### src/rtl/mem_port_arbiter.sv
// Arbiter and sequencer for the shared single-port memory: grants one of fetch,
// load/store or external requesters, issues one memory cycle, waits out read latency, pulses done.
module mem_port_arbiter #(
  parameter int AW       = 32,
  parameter int RD_LAT   = 2,
  parameter int MAX_WAIT = 8
) (
  input  logic          clk,
  input  logic          rstn,
  input  logic          if_req,
  input  logic [AW-1:0] if_addr,
  output logic          if_done,
  output logic [31:0]   if_rdata,
  input  logic          d_req,
  input  logic          d_we,
  input  logic [AW-1:0] d_addr,
  input  logic [1:0]    d_size,
  input  logic [31:0]   d_wdata,
  output logic          d_done,
  output logic          d_err,
  output logic [31:0]   d_rdata,
  input  logic          ext_req,
  input  logic          ext_we,
  input  logic [AW-1:0] ext_addr,
  input  logic [31:0]   ext_wdata,
  output logic          ext_done,
  output logic [31:0]   ext_rdata,
  output logic          mem_en,
  output logic          mem_we,
  output logic [AW-3:0] mem_addr,
  output logic [3:0]    mem_be,
  output logic [31:0]   mem_wdata,
  input  logic [31:0]   mem_rdata,
  output logic [1:0]    dbg_state
);

  typedef enum logic [1:0] {IDLE = 2'd0, ISSUE = 2'd1, WAIT = 2'd2, DONE = 2'd3} state_t;
  localparam logic [1:0] OWN_IF = 2'd0, OWN_D = 2'd1, OWN_EXT = 2'd2;

  state_t        state, next_state;
  logic [1:0]    owner, win;
  logic          l_we;
  logic [AW-1:0] l_addr;
  logic [1:0]    l_size;
  logic [31:0]   l_wdata;
  logic [3:0]    cnt;
  logic [31:0]   rdata_q;
  logic [7:0]    age;
  logic          any_req, ext_due, misalign;
  logic [1:0]    offset;
  logic [3:0]    be_base;

  assign any_req = if_req | d_req | ext_req;
  assign ext_due = ext_req && (age == 8'(MAX_WAIT));

  // A starved external requester overrides the fixed d > if > ext order.
  always_comb begin
    win = OWN_EXT;
    if (ext_due)     win = OWN_EXT;
    else if (d_req)  win = OWN_D;
    else if (if_req) win = OWN_IF;
  end

  // Byte accesses can never be misaligned; size 10 behaves as a word.
  assign misalign = (owner == OWN_D) &&
                    (((l_size == 2'b01) && l_addr[0]) ||
                     (l_size[1] && (l_addr[1:0] != 2'b00)));

  always_ff @(posedge clk or negedge rstn) begin
    if (!rstn) state <= IDLE;
    else       state <= next_state;
  end

  always_comb begin
    next_state = state;
    case (state)
      IDLE:  if (any_req) next_state = ISSUE;
      ISSUE: next_state = (misalign || l_we) ? DONE : WAIT;
      WAIT:  if (cnt == 4'd1) next_state = DONE;
      DONE:  next_state = IDLE;
      default: next_state = IDLE;
    endcase
  end

  always_ff @(posedge clk or negedge rstn) begin
    if (!rstn) begin
      owner   <= OWN_IF;
      l_we    <= 1'b0;
      l_addr  <= '0;
      l_size  <= 2'b00;
      l_wdata <= '0;
      cnt     <= '0;
      rdata_q <= '0;
    end else begin
      case (state)
        IDLE: if (any_req) begin
          owner <= win;
          case (win)
            OWN_D: begin
              l_we <= d_we; l_addr <= d_addr; l_size <= d_size; l_wdata <= d_wdata;
            end
            OWN_EXT: begin
              l_we <= ext_we; l_addr <= ext_addr; l_size <= 2'b11; l_wdata <= ext_wdata;
            end
            default: begin
              l_we <= 1'b0; l_addr <= if_addr; l_size <= 2'b11; l_wdata <= '0;
            end
          endcase
        end
        ISSUE: cnt <= 4'(RD_LAT);
        WAIT: begin
          cnt <= cnt - 4'd1;
          if (cnt == 4'd1) rdata_q <= mem_rdata;
        end
        default: ;
      endcase
    end
  end

  // Age holds while ext owns the port and restarts whenever ext drops or wins.
  always_ff @(posedge clk or negedge rstn) begin
    if (!rstn)                                          age <= '0;
    else if (!ext_req)                                  age <= '0;
    else if (state == IDLE && any_req && win == OWN_EXT) age <= '0;
    else if (state != IDLE && owner == OWN_EXT)         age <= age;
    else if (age < 8'(MAX_WAIT))                        age <= age + 8'd1;
  end

  assign offset  = (owner == OWN_D) ? l_addr[1:0] : 2'b00;
  assign be_base = (l_size == 2'b00) ? 4'b0001 : (l_size == 2'b01) ? 4'b0011 : 4'b1111;

  always_comb begin
    mem_en    = 1'b0;
    mem_we    = 1'b0;
    mem_addr  = '0;
    mem_be    = 4'b0000;
    mem_wdata = '0;
    if_done   = 1'b0;
    d_done    = 1'b0;
    ext_done  = 1'b0;
    d_err     = 1'b0;
    if_rdata  = '0;
    d_rdata   = '0;
    ext_rdata = '0;
    if (state == ISSUE && !misalign) begin
      mem_en    = 1'b1;
      mem_we    = l_we;
      mem_addr  = l_addr[AW-1:2];
      mem_be    = be_base << offset;
      mem_wdata = l_wdata << {offset, 3'b000};
    end
    if (state == DONE) begin
      if_done  = (owner == OWN_IF);
      d_done   = (owner == OWN_D);
      ext_done = (owner == OWN_EXT);
      d_err    = d_done && misalign;
      if (if_done)                        if_rdata  = rdata_q;
      if (d_done && !l_we && !misalign)   d_rdata   = rdata_q;
      if (ext_done && !l_we)              ext_rdata = rdata_q;
    end
  end

  assign dbg_state = state;

endmodule
### config.mk
export PLATFORM = sky130hd
export DESIGN_NAME = mem_port_arbiter
export DESIGN_NICKNAME = d
export VERILOG_FILES = /design/src/rtl/mem_port_arbiter.sv
export SDC_FILE = /design/constraint.sdc
export NUM_CORES = 1
export LEC_CHECK = 0
export ABC_AREA = 1
export CAP_MARGIN = 20
export CORE_MARGIN = 5
export CORE_UTILIZATION = 40
export CTS_BUF_LIST = sky130_fd_sc_hd__clkbuf_4 sky130_fd_sc_hd__clkbuf_8
export DETAILED_ROUTE_END_ITERATION = 7
export PLACE_DENSITY = 0.87
export RECOVER_POWER = 50
export SLEW_MARGIN = 20
export SYNTH_ARGS = -nofsm -noshare
export SYNTH_HDL_FRONTEND = slang
export SYNTH_SLANG_ARGS = --single-unit
### constraint.sdc
create_clock -name clk -period 4.8 [get_ports clk]
set_input_delay 0.96 -clock clk [delete_from_list [all_inputs] [get_ports clk]]
set_output_delay 0.96 -clock clk [all_outputs]
set_load 0.02 [all_outputs]
Yosys cells after proc, flatten, opt, wreduce, memory -nomap -nowiden
Cells that the tools add are included.
{"block": "classes", "n_addsub": 2, "order_cmp": 1, "n_eq_ne": 14, "shift": 2, "n_mux": 34, "n_bitwise": 2, "n_reduce_logical": 26}
{"cell": "two-way mux 32 bit", "count": 7}
{"cell": "case mux 32 bit (2 select lines)", "count": 2}
{"cell": "two-way mux 8 bit", "count": 4}
{"cell": "left shift 32 x 5 -> 32 bit", "count": 1}
{"cell": "two-way mux 30 bit", "count": 1}
{"cell": "two-way mux 2 bit", "count": 7}
{"cell": "logical AND 1 bit", "count": 12}
{"cell": "two-way mux 4 bit", "count": 3}
{"cell": "adder 8 x 1 -> 8 bit, second input constant", "count": 1}
{"cell": "== test 2 x 1 -> 1 bit, second input constant", "count": 4}
{"cell": "== test 2 bit, second input constant", "count": 4}
{"cell": "== test 8 x 4 -> 1 bit, second input constant", "count": 1}
{"cell": "less-than comparator 8 x 4 -> 1 bit, second input constant", "count": 1}
{"cell": "case mux 2 bit (4 select lines)", "count": 1}
{"cell": "case mux 4 bit (2 select lines)", "count": 1}
{"cell": "AND reduction 2 bit", "count": 4}
{"cell": "two-way mux 1 bit", "count": 7}
{"cell": "logical NOT 2 bit", "count": 3}
{"cell": "nonzero test 2 bit", "count": 3}
{"cell": "== test 4 x 1 -> 1 bit, second input constant", "count": 1}
{"cell": "inequality test 2 bit, second input constant", "count": 2}
{"cell": "left shift 4 x 2 -> 4 bit", "count": 1}
{"cell": "subtractor 4 x 1 -> 4 bit, second input constant", "count": 1}
{"cell": "inequality test 3 x 1 -> 1 bit, second input constant", "count": 1}
{"cell": "5 further kinds", "count": 8}
{"block": "word_totals", "reg_bits": 115, "inputBits": 201, "out_inout_bits": 170, "elab_cells": 90}

Depth between registers and ports, before layout
Gate-level depths: netlist of the first run.
{"block": "depth", "depth_word": 8, "ltp_mapped": 14, "ltp_nobuf": 12}

Worst setup path after synthesis of the first run
Ideal clock, no wire load.
{"block": "synth_path", "kind": "register to output", "startpoint": "register state[0] (netlist: dbg_state[0])", "endpoint": "output d_rdata[0]", "t_arrival_ps": 1694, "required_time_ps": 3840, "setup_slack_ps": 2146, "stages_incl_launch_ff": 6, "n_path_buf": 2, "cell_sequence": "dfrtp_1 > ha_1 > inv_1 > clkbuf_1 > clkbuf_1 > nor3_1"}
{"block": "synth_via", "elab_chain_len": 2}
{"item": "start, declared", "line_no": "40", "text": "state_t state, next_state;"}
{"item": "start signal, assigned", "line_no": "71", "text": "else state <= next_state;"}
{"item": "== test 2 bit", "line_no": "152", "text": "if (state == DONE) begin"}
{"item": "two-way mux 32 bit", "line_no": "152"}
{"item": "end, declared", "line_no": "21", "text": "output logic [31:0] d_rdata,"}
Every way passes these cells.

Worst setup path after layout of the first run
{"block": "layout_path", "startpoint": "register l_addr[0]", "endpoint": "output d_rdata[23]"}
{"block": "layout_via", "elab_chain_len": 8, "elab_cells_between_ends": 9, "classes_between": "mux (2); reduce/logical (7)"}
{"item": "start, declared", "line_no": "43", "text": "logic [AW-1:0] l_addr;"}
{"item": "start signal, assigned", "line_no": "100", "text": "l_we <= d_we; l_addr <= d_addr; l_size <= d_size; l_wdata <= d_wdata;"}
{"item": "nonzero test 2 bit", "line_no": "67", "text": "(l_size[1] && (l_addr[1:0] != 2'b00)));"}
{"item": "logical AND 1 bit", "line_no": "67"}
{"item": "logical OR 1 bit *", "line_no": "66", "text": "(((l_size == 2'b01) && l_addr[0]) ||"}
{"item": "logical AND 1 bit *", "line_no": "65", "text": "assign misalign = (owner == OWN_D) &&"}
{"item": "logical NOT 1 bit *", "line_no": "158", "text": "if (d_done && !l_we && !misalign) d_rdata = rdata_q;"}
{"item": "logical AND 1 bit *", "line_no": "158"}
{"item": "two-way mux 32 bit *", "line_no": "158"}
{"item": "two-way mux 32 bit *", "line_no": "152"}
Mark *: on every way between the ends. The rest lies on a longest branch, timed or not.

==> results by group, run 1 <==
Die
  • I/O pin count: 371
  • Horiz. Die Dim: 143 um
  • Die Ht: 143 um
  • Rows: 48
  • CORE AREA: 0.0174 mm^2
  • Initial cell density of the core: 0.408
  • Die footprint: 0.0205 mm^2

Yosys
  • Mapped Cells: 1,004
  • Synth Area per Inst: 7.06 um^2
  • Synthesized Nets: 1,215
  • Top FF cell, synth: dfrtp_1
  • Unique masters post-synth: 29
  • Xor/xnor share of the synthesized area: 0.00124
  • Sequential cell area fraction in the yosys report: 0.406
  • Mapped cell area: 0.00709 mm^2
  • Number of synthesized flops with an enable pin: 0
  • Area fraction of the dominant cell type after synthesis: 0.406
  • Multiplexer share of the synthesized area: 0
  • Compound-Gate Fraction of Synth Area: 0.152
  • FF+latch count, synth: 115
  • Largest family of logic cells by synthesized area: simple AND/OR/NAND/NOR gates
  • Ys async rst share: 1.00
  • Post-synth top cells: nand2_1, nor2_1, dfrtp_1
  • Post-synth top area cell: dfrtp_1
  • Largest cells by area after synthesis: dfrtp_1, nand2_1, nor2_1
  • Simple logic cell fraction of the synthesized area: 0.317
  • Warnings, synthesis: 0
  • Post-Synth Adder-Cell Area: 0.0177
  • Count leader, synth: nand2_1

Clocking
  • Worst-path clk slew: 0.07 ns
  • Hold buffers post-CTS: 0
  • H-tree levels: 4
  • Max clock buf depth: 2
  • Clk Latency, worst-skew pair: 0.43 ns
  • Num CTS Buffers: 17
  • Root Buffer: clkbuf_8
  • Setup repair bufs after CTS: 0
  • Clock sink count: 115
  • Cts repair resizes: 0
  • TritonCTS clock tree: yes

Hold path
  • Worst min path class: register to register
  • Hold Crit Depth: 2

Place
  • Placed cells: 1,539
  • Buffers added on ports: 370
  • RePlAce Congestion: 0.952
  • Placed Area: 0.0109 mm^2
  • Dpl hpwl: 20,900 um

Job
  • Max-Cap Viols: 1

Worst setup path
  • Crit-path cells: inv_2 > nand2_1 > nand3_2 > nand3_1 > buf_4 > nor3_1 > clkdlybuf4s50_1
  • Crit path required time: 3.84 ns
  • Slowest cell delay on critical path: 0.67 ns
  • FF-to-FF path depth: 7
  • Crit path DAT: 3.21 ns
  • Critical Path Slowest Stage Cell: nand3_1
  • WP depth: 7
  • Delay-heaviest family, CP: buffers and inverters
  • CP Class: register to primary output
  • Reg2reg setup slack: 1.50 ns
  • Sum of buffers and inverters on the critical path: 3
  • Setup crit end kind: primary output
  • CP Max Fanout: 17
  • Startpoint Class: register

Finish
  • # nets final: 1,544
  • Finished Layout Cells: 1,569
  • Layout area overhead: 58.0%
  • Post-route cell area: 0.0112 mm^2
  • Fill cell count: 1,505
  • Share of cells above drive strength 1: 0.0424

STA
  • Fmax: 240 MHz
  • Sum Neg Setup Slack: 0 ns
  • Unrepaired setup endpoints after global routing: false
  • Fin. max-slew vios: 51
  • Slew margin rel.: -0.898
  • Worst Skew: 0.0115 ns
  • Hold Violations, Final: 0
  • Worst-margin pin slew: 2.85 ns
  • Final Setup Violations: 0
  • Period utilisation layout: 0.869
  • Post-route minimum period: 4.17 ns

Route
  • Routed Antenna Nets: 0
  • Vias per cell: 5.29
  • Post-Route WL: 27,000 um
  • Drt drc: 0
  • Average wire per standard cell: 17.2 um
  • Drt first pass iters: 7
  • DRT iter0 DRCs: 484
  • Via count: 8,301

GRT
  • GRT Total Usage: 0.255
  • First-pass GRT wire length: 41,100 um
  • Vias in the first global route: 8,114
  • Largest net degree at the start of global routing: 73
  • Antenna violations before repair: 2
  • Total congestion overflow: 0

Pwr
  • P_leak: 4.85 nW
  • PwrDens: 498 mW/mm^2
  • Peak supply drop: 0.000444 V

Run status
  • Status: finished with violations
  • Failing checks: capacitance limit, slew limit
==> kinds of logic (layout without fill, tap and decap cells) <==
logic type                 Yosys count  after routing
other                                0              1
buffers and inverters              177            516
xor gates and xnor gates             1              1
adders and majority gates           10             10
and+or+nand+nor                    527            527
DFF                                115            115
AOI/OAI and AO/OA                  174            174
==> area by class of cell <==
class	count	area, um^2	share of cell area
Antenna cell	1	2.50	0.000223
Sequential cell	115	2880	0.257
Clock inverter	6	55.1	0.00492
Inverter	104	390	0.0349
Tap cell	225	282	0.0251
Timing Repair Buffer	383	3830	0.342
Clock buffer	23	304	0.0271
Multi-Input combinational cell	712	3460	0.309
==> routing by layer <==
layer  vias up  part of all wire  track usage
met5         -           0.00048            0
met4         2             0.060        0.149
met3        96             0.094       0.0666
met2       431              0.50        0.449
met1      3838              0.35        0.275
li1       3934                 -            -
==> power breakdown <==
group	internal, W	switching, W	total [W]
registers	0.00140	0.000227	0.00162
clock network	0.000462	0.000368	0.000831
logic	0.00116	0.00197	0.00312
total	0.00301	0.00256	0.00558
==> cell usage in the layout, fill, tap and decap left out, drive strengths merged, types with 5 or more instances in the layout <==
cell type,n
clkdlybuf4s50,364
nand2,214
nor2,144
dfrtp,115
inv,104
nand3,100
nor3,65
o21ai,63
a21oi,45
a22o,33
o211ai,32
clkbuf,25
buf,12
ha,10
clkinv,5
dlygate4sd3,5
==> worst paths after layout <==
check                                         startpoint                 endpoint
worst min register to register   l_wdata[29]$_DFFE_PN0P_  l_wdata[29]$_DFFE_PN0P_
max in group asynchronous                           rstn       age[6]$_DFFE_PN0P_
worst max register to register  dbg_state[0]$_DFFE_PN0P_    l_addr[0]$_DFFE_PN0P_
worst min-delay path             l_wdata[29]$_DFFE_PN0P_  l_wdata[29]$_DFFE_PN0P_
worst max-delay path               l_addr[0]$_DFFE_PN0P_              d_rdata[23]
min in group asynchronous                           rstn   rdata_q[9]$_DFFE_PN0P_
==> metrics by stage <==
step	utilization	power [W]	hold slack (ns)	worst slack (ns)
finish	0.645	0.00558	0.513	0.629
global placement	0.625	0.00464	0.484	1.27
CTS	0.647	0.00559	0.508	0.675
detailed placement	0.626	0.00474	0.490	1.13
global route	0.645	0.00598	0.542	0.479
floorplan	-	0.00352	0.449	2.15
==> worst reg2reg max path, cell delays in order (launching register included) <==
cell and delay, ns:
dfrtp_1 0.43, inv_1 0.11, ha_1 0.24, nand2_1 0.59, inv_1 1.06, buf_12 0.38, o211ai_1 0.25, o21ai_0 0.15
==> registers in the layout, indices dropped and copies added (netlist names) <==
name / cells
owner: 2
age: 8
l_we: 1
l_addr: 32
l_size: 2
cnt: 4
rdata_q: 32
dbg_state: 2
l_wdata: 32
Power figures use the tool's default switching activity.
==> run 2: changes to the inputs <==
--- a/config.mk
+++ b/config.mk
@@ -6,7 +6,6 @@
 export NUM_CORES = 1
 export LEC_CHECK = 0
 export ABC_AREA = 1
-export CAP_MARGIN = 20
 export CORE_MARGIN = 5
 export CORE_UTILIZATION = 40
 export CTS_BUF_LIST = sky130_fd_sc_hd__clkbuf_4 sky130_fd_sc_hd__clkbuf_8
==> run 2 against run 1 <==
Against the previous run: the flow still finishes with violations (capacitance limit, slew limit); largest cell class unchanged; via count fell by 1.5%; critical endpoint is now l_addr[19]$_DFFE_PN0P_; clock skew fell by 0.0014 ns; register-to-register slack got worse by 0.42 ns; power rose by 1.7%.
==> results by group, run 2 (synthesized netlist as in run 1, its figures left out) <==
GRT
  • Vias in the first global route: 7,989 (-1.5%)
  • GRT Total Usage: 0.255 (about the same)
  • First-pass GRT wire length: 41,000 um (about the same)
  • Largest net degree at the start of global routing: 73 (unchanged)
  • Total congestion overflow: 0 (unchanged)
  • Antenna violations before repair: 0 (-2)

Worst setup path
  • CP startpoint: ext_req
  • Crit path DAT: 4.62 ns (+1.41 ns)
  • Startpoint Class: input pin
  • Crit path required time: 5.13 ns (+1.29 ns)
  • CP Max Fanout: 30 (+13)
  • Origin of the critical flop-to-flop path: age[0]$_DFFE_PN0P_
  • Setup crit end kind: register
  • Reg2reg setup slack: 1.08 ns (-0.42 ns)
  • CP Class: input pin to register
  • Critical Path End: l_addr[19]$_DFFE_PN0P_
  • R2r endpoint: l_addr[19]$_DFFE_PN0P_
  • FF-to-FF path depth: 12 (+5)

Pwr
  • PwrDens: 505 mW/mm^2 (+1.4%)
  • Switching Power: 0.00258 W (+0.77%)
  • Sequential power share: 0.286 (-0.005)
  • P_leak: 4.86 nW (+0.21%)
  • Clock power share: 0.163 (+0.014)
  • Internal power: 0.00309 W (+2.5%)
  • Peak supply drop: 0.000444 V (about the same)
  • Net Sw Frac: 0.455 (-0.00419)
  • Combinational share of power: 0.551 (-0.009)

Route
  • Vias per cell: 5.21 (-1.6%)
  • Drt first pass iters: 7 (unchanged)
  • Via count: 8,180 (-1.5%)
  • Post-Route WL: 26,900 um (-0.17%)
  • Drt drc: 0 (unchanged)
  • Routed Antenna Nets: 0 (unchanged)
  • Average wire per standard cell: 17.1 um (-0.30%)
  • DRT iter0 DRCs: 606 (+25%)

Hold path
  • Worst min path class: register to register
  • Hold Crit Start: l_wdata[28]$_DFFE_PN0P_

Die
  • Rows: 48 (unchanged)
  • Initial cell density of the core: 0.408 (unchanged)
  • CORE AREA: 0.0174 mm^2 (unchanged)
  • Die Ht: 143 um (unchanged)
  • I/O pin count: 371 (unchanged)
  • Die footprint: 0.0205 mm^2 (unchanged)
  • Horiz. Die Dim: 143 um (unchanged)

Place
  • Buffers added on ports: 370 (unchanged)
  • RePlAce Congestion: 0.952 (unchanged)
  • Dpl hpwl: 20,700 um (-0.82%)
  • Setup WS pre-CTS: 1.15 ns (+0.0180 ns)

STA
  • Setup ws final: 0.516 ns (-0.113 ns)
  • Fin. max-slew vios: 116 (+130%)
  • Post-route minimum period: 4.28 ns (+0.113 ns)
  • Period utilisation layout: 0.892 (+0.0236)
  • Worst Skew: 0.0101 ns (-0.00139 ns)
  • Fmax: 233 MHz (-2.6%)
  • Hold Violations, Final: 0 (unchanged)
  • Unrepaired setup endpoints after global routing: false
  • Worst-margin pin slew: 2.88 ns (+0.0284 ns)
  • Sum Neg Setup Slack: 0 ns (unchanged)
  • Final Setup Violations: 0 (unchanged)
  • Slew margin rel.: -0.917 (-0.0189)

Clocking
  • Root Buffer: clkbuf_8
  • H-tree levels: 4 (unchanged)
  • Num CTS Buffers: 17 (unchanged)
  • Setup repair bufs after CTS: 0 (unchanged)
  • Clk Latency, worst-skew pair: 0.44 ns (about the same)
  • Clock sink count: 115 (unchanged)
  • Worst-path clk slew: 0.07 ns (about the same)
  • Hold buffers post-CTS: 0 (unchanged)
  • Max clock buf depth: 2 (unchanged)
  • TritonCTS clock tree: yes
  • Cts repair resizes: 0 (unchanged)

Finish
  • Share of cells above drive strength 1: 0.0439 (+0.00142)
  • Most common cell after layout, fill and taps aside: clkdlybuf4s50_1
  • # nets final: 1,543 (-0.065%)
  • Layout area overhead: 58.6%
  • Top flop regs: l_addr: 32 flops, l_wdata: 32 flops, rdata_q: 32 flops
  • Commonest non-fill, non-tap cells in the layout: clkdlybuf4s50_1, nand2_1, nor2_1, dfrtp_1
  • Fill cell count: 1,466 (-2.6%)

Run status
  • Status: finished with violations
  • Failing checks: capacitance limit, slew limit

Job
  • Max-Cap Viols: 2 (+1)
[run 2: changes by cell type in the layout (fill, tap and decap cells not counted)]
cell        delta
clkbuf_8       -3
bufinv_16      +2
clkinvlp_4     +2
buf_4          -1
clkbuf_4       +1
clkinv_2       +1
[run 2: per-layer routing]
layer,vias up,GRT usage,wire length (um)
met5,-,0,0
met4,0,0.122,1200
met3,75,0.0676,2410
met2,405,0.456,13800
met1,3755,0.279,9560
li1,3945,-,-
[run 2: per-stage QoR]
step	total power (W)	instances	instance area (um^2)	hold slack, ns	util
floorplan	0.00352	1004	7090	0.449	-
global placement	0.00464	1538	10800	0.484	0.625
detailed placement	0.00474	1538	10800	0.490	0.625
CTS	0.00569	1570	11300	0.507	0.648
global route	0.00608	1570	11200	0.518	0.647
finish	0.00567	1571	11200	0.513	0.647
[run 2: cell type report]
class	count	area, um^2	area share
antenna	1	2.50	0.000223
clock buffer	21	270	0.0240
clock inverter	11	135	0.0120
inverter	104	390	0.0347
multi-input combinational	712	3460	0.308
sequential	115	2880	0.256
tap	225	282	0.0251
timing repair buffer	382	3820	0.340
[run 2: worst min-delay path by stage]
stage	depth (start not counted)	slack [ns]	end
2_1_floorplan	2	0.45	l_wdata[24]$_DFFE_PN0P_
3_3_place_gp	2	0.48	l_wdata[29]$_DFFE_PN0P_
3_5_place_dp	2	0.49	l_wdata[28]$_DFFE_PN0P_
4_1_cts	2	0.51	l_wdata[28]$_DFFE_PN0P_
5_1_grt	2	0.52	l_wdata[28]$_DFFE_PN0P_
6_report	2	0.51	l_wdata[28]$_DFFE_PN0P_
[run 2: critical path, cell delays in order]
cell           delay, ns
dlygate4sd3_1       0.61
inv_1               0.09
nor3_1              0.21
nand2_1             0.10
nand2_1             0.11
ha_1                0.95
clkbuf_1            0.95
nand2_1             0.18
nand3_1             0.18
o211ai_1            0.12
o21ai_0             0.15
[run 2: power by group through the flow]
stage | logic (W) | clock network (W) | registers [W]
after global placement | 0.00304 | 0 | 0.00161
after CTS | 0.00312 | 0.000951 | 0.00162
after floorplan | 0.00195 | 0 | 0.00156
after global routing | 0.00342 | 0.000997 | 0.00167
after detailed placement | 0.00311 | 0 | 0.00163
final | 0.00312 | 0.000927 | 0.00162
==> RTL change 1: new RTL, settings of run 1 <==
The parameter `AW` goes from 32 to 64.
--- a/src/rtl/mem_port_arbiter.sv
+++ b/src/rtl/mem_port_arbiter.sv
@@ -1,7 +1,7 @@
 // Arbiter and sequencer for the shared single-port memory: grants one of fetch,
 // load/store or external requesters, issues one memory cycle, waits out read latency, pulses done.
 module mem_port_arbiter #(
-  parameter int AW       = 32,
+  parameter int AW       = 64,
   parameter int RD_LAT   = 2,
   parameter int MAX_WAIT = 8
 ) (
Interface: changed (resized d_addr, ext_addr, if_addr and mem_addr); port bits go from 371 to 499. The function was not compared with the original's and may differ.
==> RTL change 1 against run 1 <==
  * The run still ends with max-capacitance violations, max-slew violations left
  * Combinational power grew 31%
  * Sequential cell count grew 32
  * Design area increased by 29%
  * Count of clock-buffer cells in the layout decreased by 5
  * Power increased by 28%
  * Area after synthesis grew 28%
  * Highest routed layer is now met4
  * Worst setup slack got worse by 0.21 ns
  * Critical path depth grew 1
  * Critical path type is now in2reg
  * Wire length is 51% higher
==> RTL change 1: results (changes against run 1) <==
run_status:
  outcome: "complete, but fails checks"  # unchanged
  violations: "max-capacitance violations, max-slew violations"  # unchanged
hold_path:
  holdCritPathClass: "reg2reg"  # unchanged
  hp-start: "l_wdata[30]$_DFFE_PN0P_"  # was l_wdata[29]$_DFFE_PN0P_
placed_design:
  preCtsSetupSlack_ns: 1.05  # was 1.13 ns
  place_congestion: 0.957  # was 0.952
  numPortBuffers: 498  # was 370
  hpwl_mm: 32.5  # was 20.9 mm
grt:
  antenna_found_initial: 6  # was 2
  track_usage: 0.299  # was 0.255
  grt_pass1_wl_mm: 59.5  # was 41.1 mm
  grt_max_degree: 91  # was 73
  grt_pass1_vias: 10300  # was 8114
critical_path:
  cp_max_fo: 59  # was 17
  critPathLaunch: "d_req"  # was l_addr[0]$_DFFE_PN0P_
  slowest_delay_ns: 1.61  # was 0.67 ns
  cp_data_arrival_time_ns: 4.75  # was 3.21 ns
  slowest_stage: "inv_1"  # was nand3_1
clocking:
  clk_latency_ns: 0.46  # was 0.43 ns
  htreeDepth: 4  # unchanged
  clk_pin_slew_worst_paths_ns: 0.09  # was 0.07 ns
  cts-resized-gates: 0  # unchanged
  post_cts_buffers: 0  # unchanged
sta:
  finClkSkew_ns: 0.0238  # was 0.0115 ns
  max-slew-margin-rel: -0.522  # was -0.898
  slew_viol_final: 254  # was 51
finish:
  largestRegisters: "l_addr x64, l_wdata x32, rdata_q x32"  # was l_addr x32, l_wdata x32, rdata_q x32
  finalNonFillerCells: 2018  # was 1569
  drive_gt1_frac: 0.0376  # was 0.0424
detailed_routing:
  initialDrtViolationCount: 922  # was 484
  first_pass_iters: 8  # was 7
  dr_total_vias: 10600  # was 8301
  post_drt_wl_per_cell_um: 20.2  # was 17.2 um
pwr:
  ir_worst_vdd_uv: 270  # was 444 uV
  static-leakage-power_nw: 6.17  # was 4.85 nW
synth:
  synth_xor_area_frac: 0.000967  # was 0.00124
  yosysSeqAreaShare: 0.406  # about the same
  synthMuxAreaShare: 0  # unchanged
  synth-compound-area-share: 0.164  # was 0.152
  synth_fa_ha_area_frac: 0.0138  # was 0.0177
  synthArstFlopShare: 1.00  # unchanged
  post_synth.cell_area_avg_sq_um: 7.09  # was 7.06 sq um
  syn_nets: 1585  # was 1215
  yosysUniqueCellTypes: 30  # was 29
  ys_top_cells_by_count: "nand2_1 (266), nor2_1 (173), dfrtp_1 (147), inv_1 (133), nand3_1 (131)"  # was nand2_1 (210), nor2_1 (141), dfrtp_1 (115), nand3_1 (98), inv_1 (97)
  synthTopCellsByArea: "dfrtp_1 (41%), nand2_1 (11%), nand3_1 (7.2%), nor2_1 (7.2%), inv_1 (5.5%)"  # was dfrtp_1 (41%), nand2_1 (11%), nor2_1 (7.5%), nand3_1 (6.9%), inv_1 (5.1%)
flow_run:
  drv_cap: 5  # was 1
RTL change 1: worst paths after layout:
kind | end | slack [ns]
hold reg to reg | l_wdata[30]$_DFFE_PN0P_ | 0.50
setup reg to reg | l_addr[2]$_DFFE_PN0P_ | 0.92
hold / removal | l_wdata[30]$_DFFE_PN0P_ | 0.50
max in group asynchronous | l_wdata[12]$_DFFE_PN0P_ | 1.15
min in group asynchronous | l_addr[14]$_DFFE_PN0P_ | 1.17
setup / recovery | l_addr[2]$_DFFE_PN0P_ | 0.42
RTL change 1: layout make-up:
type / count / area [sq um]
fill: 1960 / 7950
tap: 285 / 357
clock inverter: 14 / 141
inverter: 138 / 520
timing repair buffer: 515 / 5140
sequential: 147 / 3680
clock buffer: 18 / 248
antenna: 6 / 15.0
multi-input combinational: 895 / 4380
RTL change 1: routing by layer:
metal	track usage	share of wire	wire length, um	vias to the layer above
li1	-	-	-	5051
met1	0.328	0.36	14500	4950
met2	0.540	0.51	20900	512
met3	0.0570	0.070	2850	98
met4	0.168	0.062	2520	0
met5	0	0	0	-
RTL change 1: cells by family after synthesis:
logic type | count (synthesis)
adders and majority gates | 10
buffers and inverters | 236
AOI/OAI and AO/OA | 238
and+or+nand+nor | 646
xor gates and xnor gates | 1
DFF | 147
RTL change 1: per-stage QoR:
| step | utilization | area, sq um | total power, mW | hold slack, ns |
|---|---|---|---|---|
| final | 0.646 | 14500 | 7.11 | 0.499 |
| after floorplan | - | 9060 | 4.44 | 0.449 |
| after CTS | 0.647 | 14500 | 7.12 | 0.496 |
| after global placement | 0.628 | 14100 | 6.03 | 0.467 |
| after global routing | 0.646 | 14500 | 7.55 | 0.508 |
| after detailed placement | 0.629 | 14100 | 6.14 | 0.466 |
RTL change 1: power by group:
group / switching (mW) / internal (mW)
registers: 0.249 / 1.79
logic: 2.62 / 1.48
clock network: 0.532 / 0.440
total: 3.40 / 3.72
RTL change 1: worst max-delay path, delay by kind of cell:
family | cells | cell delay [ns]
compound gates | 2 | 0.29
buf+inv | 3 | 2.69
simple gates | 3 | 0.78
==> RTL change 2: new RTL, config.mk and constraints of run 1 <==
Made on the original files. Make the reset (`rstn`) synchronous in 3 clocked blocks.
--- a/src/rtl/mem_port_arbiter.sv
+++ b/src/rtl/mem_port_arbiter.sv
@@ -66,7 +66,7 @@
                     (((l_size == 2'b01) && l_addr[0]) ||
                      (l_size[1] && (l_addr[1:0] != 2'b00)));
 
-  always_ff @(posedge clk or negedge rstn) begin
+  always_ff @(posedge clk) begin
     if (!rstn) state <= IDLE;
     else       state <= next_state;
   end
@@ -82,7 +82,7 @@
     endcase
   end
 
-  always_ff @(posedge clk or negedge rstn) begin
+  always_ff @(posedge clk) begin
     if (!rstn) begin
       owner   <= OWN_IF;
       l_we    <= 1'b0;
@@ -118,7 +118,7 @@
   end
 
   // Age holds while ext owns the port and restarts whenever ext drops or wins.
-  always_ff @(posedge clk or negedge rstn) begin
+  always_ff @(posedge clk) begin
     if (!rstn)                                          age <= '0;
     else if (!ext_req)                                  age <= '0;
     else if (state == IDLE && any_req && win == OWN_EXT) age <= '0;
Behaviour: differs if rstn is asserted again (counterexample within 4 cycles, from zero or initial values and one cycle with rstn low); with rstn held inactive, the same outputs for 10 cycles.
==> RTL change 2 against run 1 <==
  * The run still ends with max-capacitance violations, max-slew violations left
  * Area after synthesis shrank 5.6%
  * Design area shrank 2.8%
  * Wire length shrank 1.3%
  * Sequential cell count is the same
  * Synthesized cell count grew 1.8%
  * Global-route usage grew 0.22 points
  * Cell count grew 0.45%
  * Power shrank 28%
  * Utilization grew 1.6 points
  * Worst setup slack gained 0.17 ns
==> RTL change 2: results (changes against run 1) <==
hold_path:
  hp-start: "age[5]$_SDFFE_PP0P_"  # was l_wdata[29]$_DFFE_PN0P_
critical_path:
  r2r_cells: 10  # was 7
  critPathLaunch: "rstn"  # was l_addr[0]$_DFFE_PN0P_
  slowest_stage: "clkbuf_1"  # was nand3_1
  r2r_slack_ns: 2.03  # was 1.50 ns
  timing.rr.start: "age[0]$_SDFFE_PP0P_"  # was dbg_state[0]$_DFFE_PN0P_
  timing.rr.end: "l_wdata[29]$_SDFFE_PN0P_"  # was l_addr[0]$_DFFE_PN0P_
  cp_data_arrival_time_ns: 4.37  # was 3.21 ns
  slowest_delay_ns: 1.85  # was 0.67 ns
  cp_max_fo: 69  # was 17
detailed_routing:
  top_layer_used: "met4"  # was met5
  wirelength_mm: 26.6  # was 27.0 mm
  wl_met2_mm: 13.3  # was 13.5 mm
  m1WireLength_mm: 9.88  # was 9.35 mm
  post_drt_wl_per_cell_um: 16.9  # was 17.2 um
  first_pass_iters: 5  # was 7
  dr_total_vias: 8300  # was 8301
grt:
  antenna_found_initial: 1  # was 2
  track_usage: 0.257  # was 0.255
  grt_pass1_wl_mm: 40.8  # was 41.1 mm
  grt_pass1_vias: 8057  # was 8114
  use_met1: 0.279  # was 0.275
  met3_usage: 0.0604  # was 0.0666
sta:
  slew_viol_final: 70  # was 51
  finClkSkew_ns: 0.0114  # was 0.0115 ns
  tightest_slew_ns: 2.63  # was 2.85 ns
  hold_ws_ns: 0.437  # was 0.513 ns
  fin_ws_ns: 0.801  # was 0.629 ns
placed_design:
  place_congestion: 0.949  # was 0.952
  place_area_sq_um: 10400  # was 10900 sq um
  preCtsSetupSlack_ns: 1.15  # was 1.13 ns
  hpwl_mm: 19.9  # was 20.9 mm
pwr:
  static-leakage-power_nw: 4.04  # was 4.85 nW
  internal_power_mw: 2.42  # was 3.01 mW
  comb_power_share: 0.437  # was 0.560
  ir_worst_vdd_uv: 326  # was 444 uV
  p_switching_mw: 1.61  # was 2.56 mW
synth:
  syn_nets: 1233  # was 1215
  yosysUniqueCellTypes: 26  # was 29
  synthArstFlopShare: 0  # was 1.00
  ys.flop_type: "dfxtp_1"  # was dfrtp_1
  post_synth.cell_area_avg_sq_um: 6.54  # was 7.06 sq um
  yosysTopAreaCellShare: 0.344  # was 0.406
  yosysSeqAreaShare: 0.344  # was 0.406
  ys_top_cells_by_count: "nand2_1 (155), a21oi_1 (139), nor2_1 (118), dfxtp_1 (115), inv_1 (103)"  # was nand2_1 (210), nor2_1 (141), dfrtp_1 (115), nand3_1 (98), inv_1 (97)
run_status:
  violations: "max-capacitance violations, max-slew violations"  # unchanged
  outcome: "complete, but fails checks"  # unchanged
flow_run:
  drv_cap: 1  # unchanged
finish:
  finalNetCount: 1553  # was 1544
RTL change 2: cell types whose count changed after synthesis, moves of 24 or more:
cell / before / now
dfrtp_1: 115 / 0
dfxtp_1: 0 / 115
a21oi_1: 45 / 139
nand2_1: 210 / 155
nand3_1: 98 / 48
a22o_1: 33 / 65
o211ai_1: 32 / 0
o21ai_0: 61 / 85
RTL change 2: logic make-up after synthesis:
| group | count (synthesis) | synth area share |
|---|---|---|
| and+or+nand+nor | 410 | 0.260 |
| AOI/OAI and AO/OA | 295 | 0.260 |
| buffers and inverters | 192 | 0.117 |
| DFF | 115 | 0.344 |
| adders and majority gates | 10 | 0.0187 |
RTL change 2: cell type report:
type,count,area [sq um]
clock inverter,11,184
inverter,106,398
multi-input combinational,715,3610
sequential,115,2300
fill,1484,5580
antenna,1,2.50
clock buffer,21,264
timing repair buffer,387,3840
tap,220,275
